===== src/rtl/rr_encoder_arbiter_pkg.sv =====
// Shared types and constants for the round-robin encoder arbiter.
package rr_encoder_arbiter_pkg;

  localparam int NREQ  = 8;
  localparam int IDX_W = 3;

  typedef enum logic {
    ST_IDLE  = 1'b0,
    ST_GRANT = 1'b1
  } state_t;

  // Rotate right by s: result[0] is v[s], so searching result from bit 0
  // walks the requesters starting at s and wrapping through 7 -> 0.
  function automatic logic [NREQ-1:0] rotr(input logic [NREQ-1:0] v,
                                           input logic [IDX_W-1:0] s);
    logic [2*NREQ-1:0] d;
    d = {v, v};
    return d[s +: NREQ];
  endfunction

endpackage


===== src/rtl/rr_encoder_arbiter_if.sv =====
// Request/grant bundle between the requesters and the arbiter.
// The owner-done strobe is named rel because "release" is a reserved word.
interface rr_encoder_arbiter_if;
  import rr_encoder_arbiter_pkg::*;

  logic                   enable;
  logic [NREQ-1:0]        req;
  logic                   rel;
  logic [NREQ-1:0]        grant;
  logic [IDX_W-1:0]       grant_idx;
  logic                   grant_valid;
  logic                   timeout;

  modport master (
    output enable, req, rel,
    input  grant, grant_idx, grant_valid, timeout
  );

  modport slave (
    input  enable, req, rel,
    output grant, grant_idx, grant_valid, timeout
  );
endinterface


===== src/rtl/rr_encoder_arbiter_encoder.sv =====
// 8-to-3 lowest-set-bit priority encoder with enable.
module encoder_8to3_en
  import rr_encoder_arbiter_pkg::*;
(
  input  logic [NREQ-1:0]  in,
  input  logic             enable,
  output logic [IDX_W-1:0] out,
  output logic             valid
);

  // Scan from the top down so the lowest set bit is the last one written.
  always_comb begin
    out = '0;
    for (int i = NREQ - 1; i >= 0; i--) begin
      if (in[i]) out = IDX_W'(i);
    end
    valid = (|in) & enable;
  end

endmodule


===== src/rtl/rr_encoder_arbiter.sv =====
// Round-robin arbiter for 8 requesters: one grant at a time, bounded hold,
// forced idle gap between grants, just-served requester drops to lowest priority.
module rr_encoder_arbiter
  import rr_encoder_arbiter_pkg::*;
#(
  parameter int MAX_HOLD = 16,
  parameter int CNT_W    = 5
) (
  input  logic                 clk,
  input  logic                 rst_n,
  rr_encoder_arbiter_if.slave  bus
);

  state_t           state, state_n;
  logic [IDX_W-1:0] ptr, ptr_n;
  logic [CNT_W-1:0] hold_cnt, hold_n;
  logic [NREQ-1:0]  grant_n;
  logic [IDX_W-1:0] idx_n;
  logic             gv_n, to_n;

  logic [NREQ-1:0]  req_rot;
  logic [IDX_W-1:0] enc_out;
  logic             enc_valid;
  logic [IDX_W-1:0] winner;
  logic             hold_max;
  logic             owner_req;

  // Search order starts at ptr; the encoder result is an offset from ptr.
  assign req_rot   = rotr(bus.req, ptr);
  assign winner    = enc_out + ptr;
  assign hold_max  = (hold_cnt == CNT_W'(MAX_HOLD));
  assign owner_req = bus.req[bus.grant_idx];

  encoder_8to3_en u_enc (
    .in     (req_rot),
    .enable (bus.enable),
    .out    (enc_out),
    .valid  (enc_valid)
  );

  // Next-state and next-output logic.
  always_comb begin
    state_n = state;
    ptr_n   = ptr;
    hold_n  = hold_cnt;
    grant_n = bus.grant;
    idx_n   = bus.grant_idx;
    gv_n    = bus.grant_valid;
    to_n    = 1'b0;
    case (state)
      ST_IDLE: begin
        grant_n = '0;
        gv_n    = 1'b0;
        if (enc_valid) begin
          state_n = ST_GRANT;
          grant_n = NREQ'(1) << winner;
          idx_n   = winner;
          gv_n    = 1'b1;
          hold_n  = CNT_W'(1);
        end
      end
      ST_GRANT: begin
        // enable is deliberately ignored here: it only gates new grants.
        if (bus.rel || !owner_req || hold_max) begin
          state_n = ST_IDLE;
          grant_n = '0;
          gv_n    = 1'b0;
          ptr_n   = bus.grant_idx + IDX_W'(1);
          // A release in the same cycle as the limit wins: no timeout.
          to_n    = hold_max & ~bus.rel & owner_req;
        end else begin
          hold_n  = hold_cnt + CNT_W'(1);
        end
      end
      default: state_n = ST_IDLE;
    endcase
  end

  // State and registered outputs; reset overrides everything, including an active grant.
  always_ff @(posedge clk) begin
    if (!rst_n) begin
      state           <= ST_IDLE;
      ptr             <= '0;
      hold_cnt        <= '0;
      bus.grant       <= '0;
      bus.grant_idx   <= '0;
      bus.grant_valid <= 1'b0;
      bus.timeout     <= 1'b0;
    end else begin
      state           <= state_n;
      ptr             <= ptr_n;
      hold_cnt        <= hold_n;
      bus.grant       <= grant_n;
      bus.grant_idx   <= idx_n;
      bus.grant_valid <= gv_n;
      bus.timeout     <= to_n;
    end
  end

endmodule


===== src/flat_wrapper.sv =====
// flat-port wrapper written by rule: the top's interface ports become plain ports
module rr_encoder_arbiter_flat import rr_encoder_arbiter_pkg::*;
#(
  parameter int MAX_HOLD = 16,
  parameter int CNT_W    = 5
)
  (clk, rst_n, bus_enable, bus_req, bus_rel, bus_grant, bus_grant_idx, bus_grant_valid, bus_timeout);
  rr_encoder_arbiter_if bus_i ();
  input  logic clk;
  input  logic rst_n;
  input wire logic [$bits(bus_i.enable)-1:0] bus_enable;
  input wire logic [$bits(bus_i.req)-1:0] bus_req;
  input wire logic [$bits(bus_i.rel)-1:0] bus_rel;
  output wire logic [$bits(bus_i.grant)-1:0] bus_grant;
  output wire logic [$bits(bus_i.grant_idx)-1:0] bus_grant_idx;
  output wire logic [$bits(bus_i.grant_valid)-1:0] bus_grant_valid;
  output wire logic [$bits(bus_i.timeout)-1:0] bus_timeout;
  assign bus_i.enable = bus_enable;
  assign bus_i.req = bus_req;
  assign bus_i.rel = bus_rel;
  assign bus_grant = bus_i.grant;
  assign bus_grant_idx = bus_i.grant_idx;
  assign bus_grant_valid = bus_i.grant_valid;
  assign bus_timeout = bus_i.timeout;
  rr_encoder_arbiter #(.MAX_HOLD(MAX_HOLD), .CNT_W(CNT_W)) u_core (.clk(clk), .rst_n(rst_n), .bus(bus_i));
endmodule

===== config.mk =====
export PLATFORM = sky130hd
export DESIGN_NAME = rr_encoder_arbiter_flat
export DESIGN_NICKNAME = d
export VERILOG_FILES = /design/src/rtl/rr_encoder_arbiter_pkg.sv /design/src/rtl/rr_encoder_arbiter_if.sv /design/src/rtl/rr_encoder_arbiter_encoder.sv /design/src/rtl/rr_encoder_arbiter.sv /design/src/flat_wrapper.sv
export SDC_FILE = /design/constraint.sdc
export NUM_CORES = 1
export LEC_CHECK = 0
export ABC_AREA = 1
export CAP_MARGIN = 20
export CORE_UTILIZATION = 54
export CTS_CLUSTER_DIAMETER = 200
export CTS_CLUSTER_SIZE = 20
export DETAILED_ROUTE_END_ITERATION = 10
export PLACE_DENSITY_LB_ADDON = 0.2
export SYNTH_ARGS = -nofsm -noshare
export SYNTH_HDL_FRONTEND = slang
export SYNTH_SLANG_ARGS = --single-unit

===== constraint.sdc =====
create_clock -name clk -period 3.5 [get_ports clk]
set_input_delay 1.05 -clock clk [delete_from_list [all_inputs] [get_ports clk]]
set_output_delay 1.05 -clock clk [all_outputs]
set_load 0.01 [all_outputs]

==> flow_summary.yaml, run 1 <==
run_status:
  status: "finished, violations left"
  violations: "DRC"
global_route:
  gr-total-overflow: 0
  grt_max_degree: 15
  track_usage_pct: 25.2
  grt_pass1_vias: 1566
  grt_pass1_wl_um: 6610
  antenna_found_initial: 0
timing:
  rsz0062_at_grt: "no"
  period_share_pct: 94.1
  hold_viol_final: 0
  tns_ns: 0
  fin_crit_ns: 3.30
  relSlewSlack_pct: 60.0
  finalSetupViolCount: 0
  tightest_slew_ns: 0.598
  hold_slack_ns: 0.471
  max_freq_ghz: 0.303
  slew_violations: 0
  skew_ns: 0.00175
worst_setup_path:
  rrSetupSlack_ns: 0.43
  cp-end-kind: "register"
  r2r-end: "u_core.bus.grant[4]$_SDFFE_PN0P_"
  cp_max_fo: 8
  worstRegToRegCells: 19
  crit_type: "in -> reg"
  worstPathArrival_ns: 3.51
  startpoint_type: "input pin"
  cp.required_ns: 3.72
  r2r-start: "u_core.ptr[0]$_SDFFE_PN0P_"
power_and_ir_drop:
  powerDensity_mw_per_mm2: 365
  p_comb_share_pct: 45.3
  seqPwrFrac_pct: 39.3
  power_switching_mw: 0.300
  clkPwrFrac_pct: 15.4
  max-vdd-ir-drop_mv: 0.313
  internal_power_mw: 0.452
  leakage_nw: 0.964
  swShare_pct: 39.9
placement:
  globalplace.congestion: 0.873
  dp_hpwl_um: 2880
  portBuffers: 24
  placedCellCount: 313
synth:
  synthArstFlopShare_pct: 0
  synth_edf_count: 0
  netlist_area_mm2: 0.00167
  yosysSeqAreaShare_pct: 26.4
  synth_most_common_cell: "nand2_1"
  syn-num-nets: 271
  synthCells: 254
  yosys-top-cells-area: "dfxtp_1, nand2_1, nand3_1, nor2_1, nand2_2"
  syn_avg_cell_area_um2: 6.57
  synth_warnings: 0
  ys_top_cells_by_count: "nand2_1, nor2_1, nand3_1, dfxtp_1, inv_1"
  yosys.area.top_type_share_pct: 26.4
  synth_area_leader_cell: "dfxtp_1"
  ys_ff_latch: 22
  synth_top_flop_cell: "dfxtp_1"
  yosysUniqueCellTypes: 35
min_path:
  worstHoldStart: "u_core.bus.grant[0]$_SDFFE_PN0P_"
  worstHoldEndpoint: "u_core.bus.grant[0]$_SDFFE_PN0P_"
  worstHoldPathCells: 2
  hp-class: "reg -> reg"
floorplanning:
  die_w_um: 57.6
  die_h_um: 57.6
  core_mm2: 0.00285
  fp.dieArea_mm2: 0.00332
  floorplan.rows: 19
  pin_count: 25
  start_util_pct: 58.5
drt:
  viasPerCell: 5.39
  post-route-drc-count: 1
  drtAntennaViolNets: 0
  drt_iter0_drc: 146
  wl_per_cell_um: 12.2
  routed_wl_um: 3860
  first_pass_iters: 7
  vias: 1710
clocking:
  clk_latency_ns: 0.31
  tritoncts: "done"
  cts_made_buffers: 3
  clk_pin_slew_ns: 0.11
  ctsHoldBuffers: 0
  cts.sinks: 22
  htree_levels: 1
  cts.path.max_buffers: 2
  root_buffer: "clkbuf_4"
final_layout:
  layout-drive-gt1-share_pct: 21.0
  nNetsFinal: 305
  syn2layout_area_growth_pct: 23.5
  fin_util_pct: 72.3
  final_cells: 317
  antennaDiodeCount: 0
job:
  cap_viol_max_count: 0
layer usage:
layer  wire, µm  GRT usage (%)  up-vias
li1           -              -      890
met1       1780           32.8      776
met2       1900           44.2       39
met3        137           1.36        5
met4         48           8.71        0
met5          0              0        -
layout by cell type (no fill, tap or decap), types with 2 or more instances in the layout:
cell type,count
clkdlybuf4s50_1,16
clkbuf_4,3
nand4_1,4
dlygate4sd2_1,3
nand3_2,11
nand2_1,68
buf_4,11
a21oi_1,8
xor2_1,3
inv_1,19
nor2_2,2
a211oi_1,2
dfxtp_1,22
a21oi_2,4
ha_1,4
nor2_1,31
dlymetal6s2s_1,5
nand3_1,20
o21ai_0,12
nand2_4,4
nand2_2,18
what timing repair did:
action,4_1_cts,5_1_grt
buffers inserted,1,0
resized for setup,4,15
setup endpoints to repair,9,9
pin swaps,1,5
endpoints found under the hold margin,0,0
worst max-delay path by stage:
stage                from                                to  slack (ns)  cells after the start
4_1_cts        bus_req[0]  u_core.bus.grant[4]$_SDFFE_PN0P_       0.006                     18
5_1_grt        bus_req[1]  u_core.bus.grant[1]$_SDFFE_PN0P_       0.003                     18
3_5_place_dp   bus_req[5]  u_core.bus.grant[5]$_SDFFE_PN0P_       -0.36                     19
3_3_place_gp   bus_req[5]  u_core.bus.grant[6]$_SDFFE_PN0P_       -0.29                     19
2_1_floorplan  bus_req[7]  u_core.bus.grant[4]$_SDFFE_PN0P_        0.42                     18
6_report       bus_req[1]  u_core.bus.grant[4]$_SDFFE_PN0P_        0.20                     19
cell type report:
class | count | area, µm²
clock buffer | 3 | 22.5
fill | 249 | 791
inverter | 24 | 105
multi-input combinational | 202 | 1120
sequential | 22 | 440
tap | 31 | 38.8
timing repair buffer | 35 | 332
worst max-delay path: stages:
cell           delay [ns]
dlygate4sd2_1        0.27
nand2_1              0.11
nand3_2              0.10
nand2_1              0.12
nand2_1              0.07
nand2_2              0.08
a21oi_1              0.06
o21ai_0              0.14
nand2_1              0.06
a21boi_0             0.15
ha_1                 0.17
inv_1                0.05
fa_1                 0.37
xor2_1               0.16
nand3b_1             0.22
nand2_4              0.13
nor2_1               0.06
nor2_1               0.08
nor2_1               0.05
cell families (layout without fill, tap and decap cells):
group | Yosys count | after routing | share of synthesized area (%)
AND/OR/NAND/NOR | 164 | 164 | 48.4
buffers and inverters | 30 | 62 | 8.70
AO/OA/AOI/OAI | 29 | 29 | 10.2
flip-flops | 22 | 22 | 26.4
adder cells (fa/ha/maj) | 5 | 5 | 4.20
XOR/XNOR | 4 | 4 | 2.10
power groups by stage:
stage	combinational, mW	sequential [mW]	clock (mW)
3_5_place_dp	0.332	0.299	0
6_report	0.341	0.295	0.116
4_1_cts	0.334	0.294	0.117
2_1_floorplan	0.228	0.290	0
3_3_place_gp	0.327	0.299	0
5_1_grt	0.381	0.298	0.127
sequential cells by signal, indices dropped and copies added, names as in the netlist:
register / cells
u_core.bus.grant: 8
u_core.bus.grant_valid: 1
u_core.ptr: 3
u_core.state: 1
u_core.bus.timeout: 1
u_core.hold_cnt: 5
u_core.bus.grant_idx: 3
per-stage QoR:
step / instance area, µm² / setup slack [ns] / power [mW]
after global placement: 1980 / -0.291 / 0.626
after global routing: 2060 / 0.00259 / 0.807
after detailed placement: 1980 / -0.362 / 0.631
after floorplan: 1670 / 0.424 / 0.518
after CTS: 2010 / 0.00599 / 0.745
final: 2060 / 0.205 / 0.752
Note: power is estimated with default switching activity, not from simulation.
==> inputs of run 2 (changes only) <==
--- a/config.mk
+++ b/config.mk
@@ -7,7 +7,10 @@
 export LEC_CHECK = 0
 export ABC_AREA = 1
 export CAP_MARGIN = 20
-export CORE_UTILIZATION = 54
+export CELL_PAD_IN_SITES_DETAIL_PLACEMENT = 0
+export CELL_PAD_IN_SITES_GLOBAL_PLACEMENT = 2
+export CORE_MARGIN = 2
+export CORE_UTILIZATION = 29
 export CTS_CLUSTER_DIAMETER = 200
 export CTS_CLUSTER_SIZE = 20
 export DETAILED_ROUTE_END_ITERATION = 10
@@ -15,3 +18,4 @@
 export SYNTH_ARGS = -nofsm -noshare
 export SYNTH_HDL_FRONTEND = slang
 export SYNTH_SLANG_ARGS = --single-unit
+export TNS_END_PERCENT = 20
==> run 2 against run 1 <==
Cell count rose by 17%. Setup slack improved by 0.053 ns. Core utilization fell by 32 points. The flow now finishes without violations. Largest power group unchanged. Clock power rose by 37%. Die area rose by 92%.
==> flow_summary.yaml, run 2 (same netlist as run 1, synthesis figures left out) <==
power_and_ir_drop:
  swShare_pct: 38.4
  seqPwrFrac_pct: 35.4
  finalPower_mw: 0.826
  clkPwrFrac_pct: 19.3
  power_switching_mw: 0.317
  powerDensity_mw_per_mm2: 372
  internal_power_mw: 0.509
  p_comb_share_pct: 45.4
  max-vdd-ir-drop_mv: 0.189
  leakage_nw: 0.993
worst_setup_path:
  r2r-end: "u_core.bus.grant[5]$_SDFFE_PN0P_"
  crit_type: "in -> reg"
  cp-end-kind: "register"
  worstPathArrival_ns: 3.40
  worstRegToRegCells: 17
  startpoint_type: "input pin"
  cp.required_ns: 3.66
  cp_max_fo: 8
  rrSetupSlack_ns: 0.44
  r2r-start: "u_core.ptr[0]$_SDFFE_PN0P_"
final_layout:
  largest_register: "u_core.bus.grant"
  ff_latch_area_um2: 440
  final_cell_mix: "nand2_1, nor2_1, buf_4, dfxtp_1, nand2_2"
  fin_util_pct: 40.0
  final_common_cell: "nand2_1"
  syn2layout_area_growth_pct: 32.9
  fill_cells: 618
  largest_reg_flops: 8
  antennaDiodeCount: 0
  layout-drive-gt1-share_pct: 27.5
  largestRegisters: "u_core.bus.grant (8), u_core.hold_cnt (5)"
  multi_input_area_mm2: 0.00115
  nNetsFinal: 317
  final_cells: 370
clocking:
  tritoncts: "done"
  htree_levels: 1
  cts.path.max_buffers: 2
  clk_latency_ns: 0.27
  clk_pin_slew_ns: 0.07
  root_buffer: "clkbuf_8"
  cts_made_buffers: 3
  cts.sinks: 22
timing:
  hold_slack_ns: 0.467
  finalSetupViolCount: 0
  relSlewSlack_pct: 55.7
  period_share_pct: 92.6
  slew_violations: 0
  max_freq_ghz: 0.308
  fin_crit_ns: 3.24
  tns_ns: 0
  skew_ns: 0.00795
  hold_viol_final: 0
  tightest_slew_ns: 0.663
  rsz0062_at_grt: "no"
global_route:
  grt_max_degree: 14
  gr-total-overflow: 0
  grt_pass1_wl_um: 8090
  antenna_found_initial: 0
  grt_pass1_vias: 1760
  track_usage_pct: 15.9
min_path:
  hp-class: "reg -> reg"
  worstHoldPathCells: 2
  worstHoldStart: "u_core.bus.grant[1]$_SDFFE_PN0P_"
  worstHoldEndpoint: "u_core.bus.grant[1]$_SDFFE_PN0P_"
floorplanning:
  pin_count: 25
  start_util_pct: 30.1
  die_w_um: 79.9
  die_h_um: 79.9
  floorplan.rows: 27
  core_mm2: 0.00554
  fp.dieArea_mm2: 0.00638
drt:
  drtAntennaViolNets: 0
  routed_wl_um: 4580
  first_pass_iters: 4
  vias: 1717
  wl_per_cell_um: 12.4
  post-route-drc-count: 0
  drt_iter0_drc: 30
  viasPerCell: 4.64
placement:
  dp_hpwl_um: 3530
  portBuffers: 24
  globalplace.congestion: 0.781
  placedCellCount: 366
run_status:
  status: "complete, no violations"
job:
  cap_viol_max_count: 0
-- run 2: changes by cell type in the layout (fill, tap and decap cells not counted), sizes merged --
cell,before,now
buf,11,23
dlymetal6s2s,5,0
clkbuf,3,6
clkdlybuf4s15,0,3
dlygate4sd2,3,2
-- run 2: power by group through the flow --
stage | registers, mW | clock network (mW) | logic [mW]
6_report | 0.292 | 0.159 | 0.375
3_3_place_gp | 0.297 | 0 | 0.367
3_5_place_dp | 0.297 | 0 | 0.363
2_1_floorplan | 0.290 | 0 | 0.228
4_1_cts | 0.292 | 0.165 | 0.365
5_1_grt | 0.296 | 0.177 | 0.427
-- run 2: cell type report --
type                            count  area share [%]
Sequential cell                    22            19.9
Inverter                           24            4.74
Clock buffer                        3            1.86
Multi-Input combinational cell    202            51.7
Tap cell                           72            4.06
Timing Repair Buffer               47            17.8
-- run 2: how the worst max path moves through the flow --
| stage | endpoint | startpoint | cells after the start | slack [ns] |
|---|---|---|---|---|
| floorplan | u_core.bus.grant[4]$_SDFFE_PN0P_ | bus_req[7] | 18 | 0.42 |
| global placement | u_core.bus.grant[4]$_SDFFE_PN0P_ | bus_req[1] | 19 | -0.37 |
| detailed placement | u_core.bus.grant[5]$_SDFFE_PN0P_ | bus_req[0] | 18 | -0.38 |
| CTS | u_core.bus.grant[5]$_SDFFE_PN0P_ | bus_req[1] | 19 | 0.14 |
| global route | u_core.bus.grant[5]$_SDFFE_PN0P_ | bus_req[5] | 19 | 0.02 |
| finish | u_core.bus.grant[5]$_SDFFE_PN0P_ | bus_req[5] | 19 | 0.26 |
-- run 2: critical path, cell delays in order --
cell and delay, ns:
dlygate4sd2_1 0.27, nand2_2 0.10, nand3_2 0.10, nand2_2 0.10, nand2_1 0.06, nand2_2 0.08, a21oi_1 0.06, o21ai_1 0.13
nand2_1 0.06, a21boi_1 0.15, ha_2 0.18, inv_1 0.05, fa_2 0.32, xor2_1 0.15, nand3b_1 0.21, nand2_4 0.14
nor2_1 0.06, nor2_1 0.09, nor2_1 0.05
-- run 2: repair_timing --
action                     CTS  global route
pin swaps                    1             6
resized for setup           13            24
hold buffers                 0             0
setup endpoints to repair   10            10
gates cloned                 0             0
setup buffers                0             1
-- run 2: routing by layer --
metal / wire, µm / GRT usage [%] / vias up / part of all wire, %
met5: 0 / 0 / - / 0
met3: 159 / 2.71 / 5 / 3.5
li1: - / - / 909 / -
met1: 2270 / 20.6 / 782 / 50
met4: 36 / 3.56 / 0 / 0.79
met2: 2110 / 27.5 / 21 / 46
-- run 2: stage by stage --
stage,cell area [µm²],setup slack [ns]
2_1_floorplan,1670,0.424
3_3_place_gp,2120,-0.371
3_5_place_dp,2120,-0.376
4_1_cts,2170,0.141
5_1_grt,2220,0.0182
6_report,2220,0.258
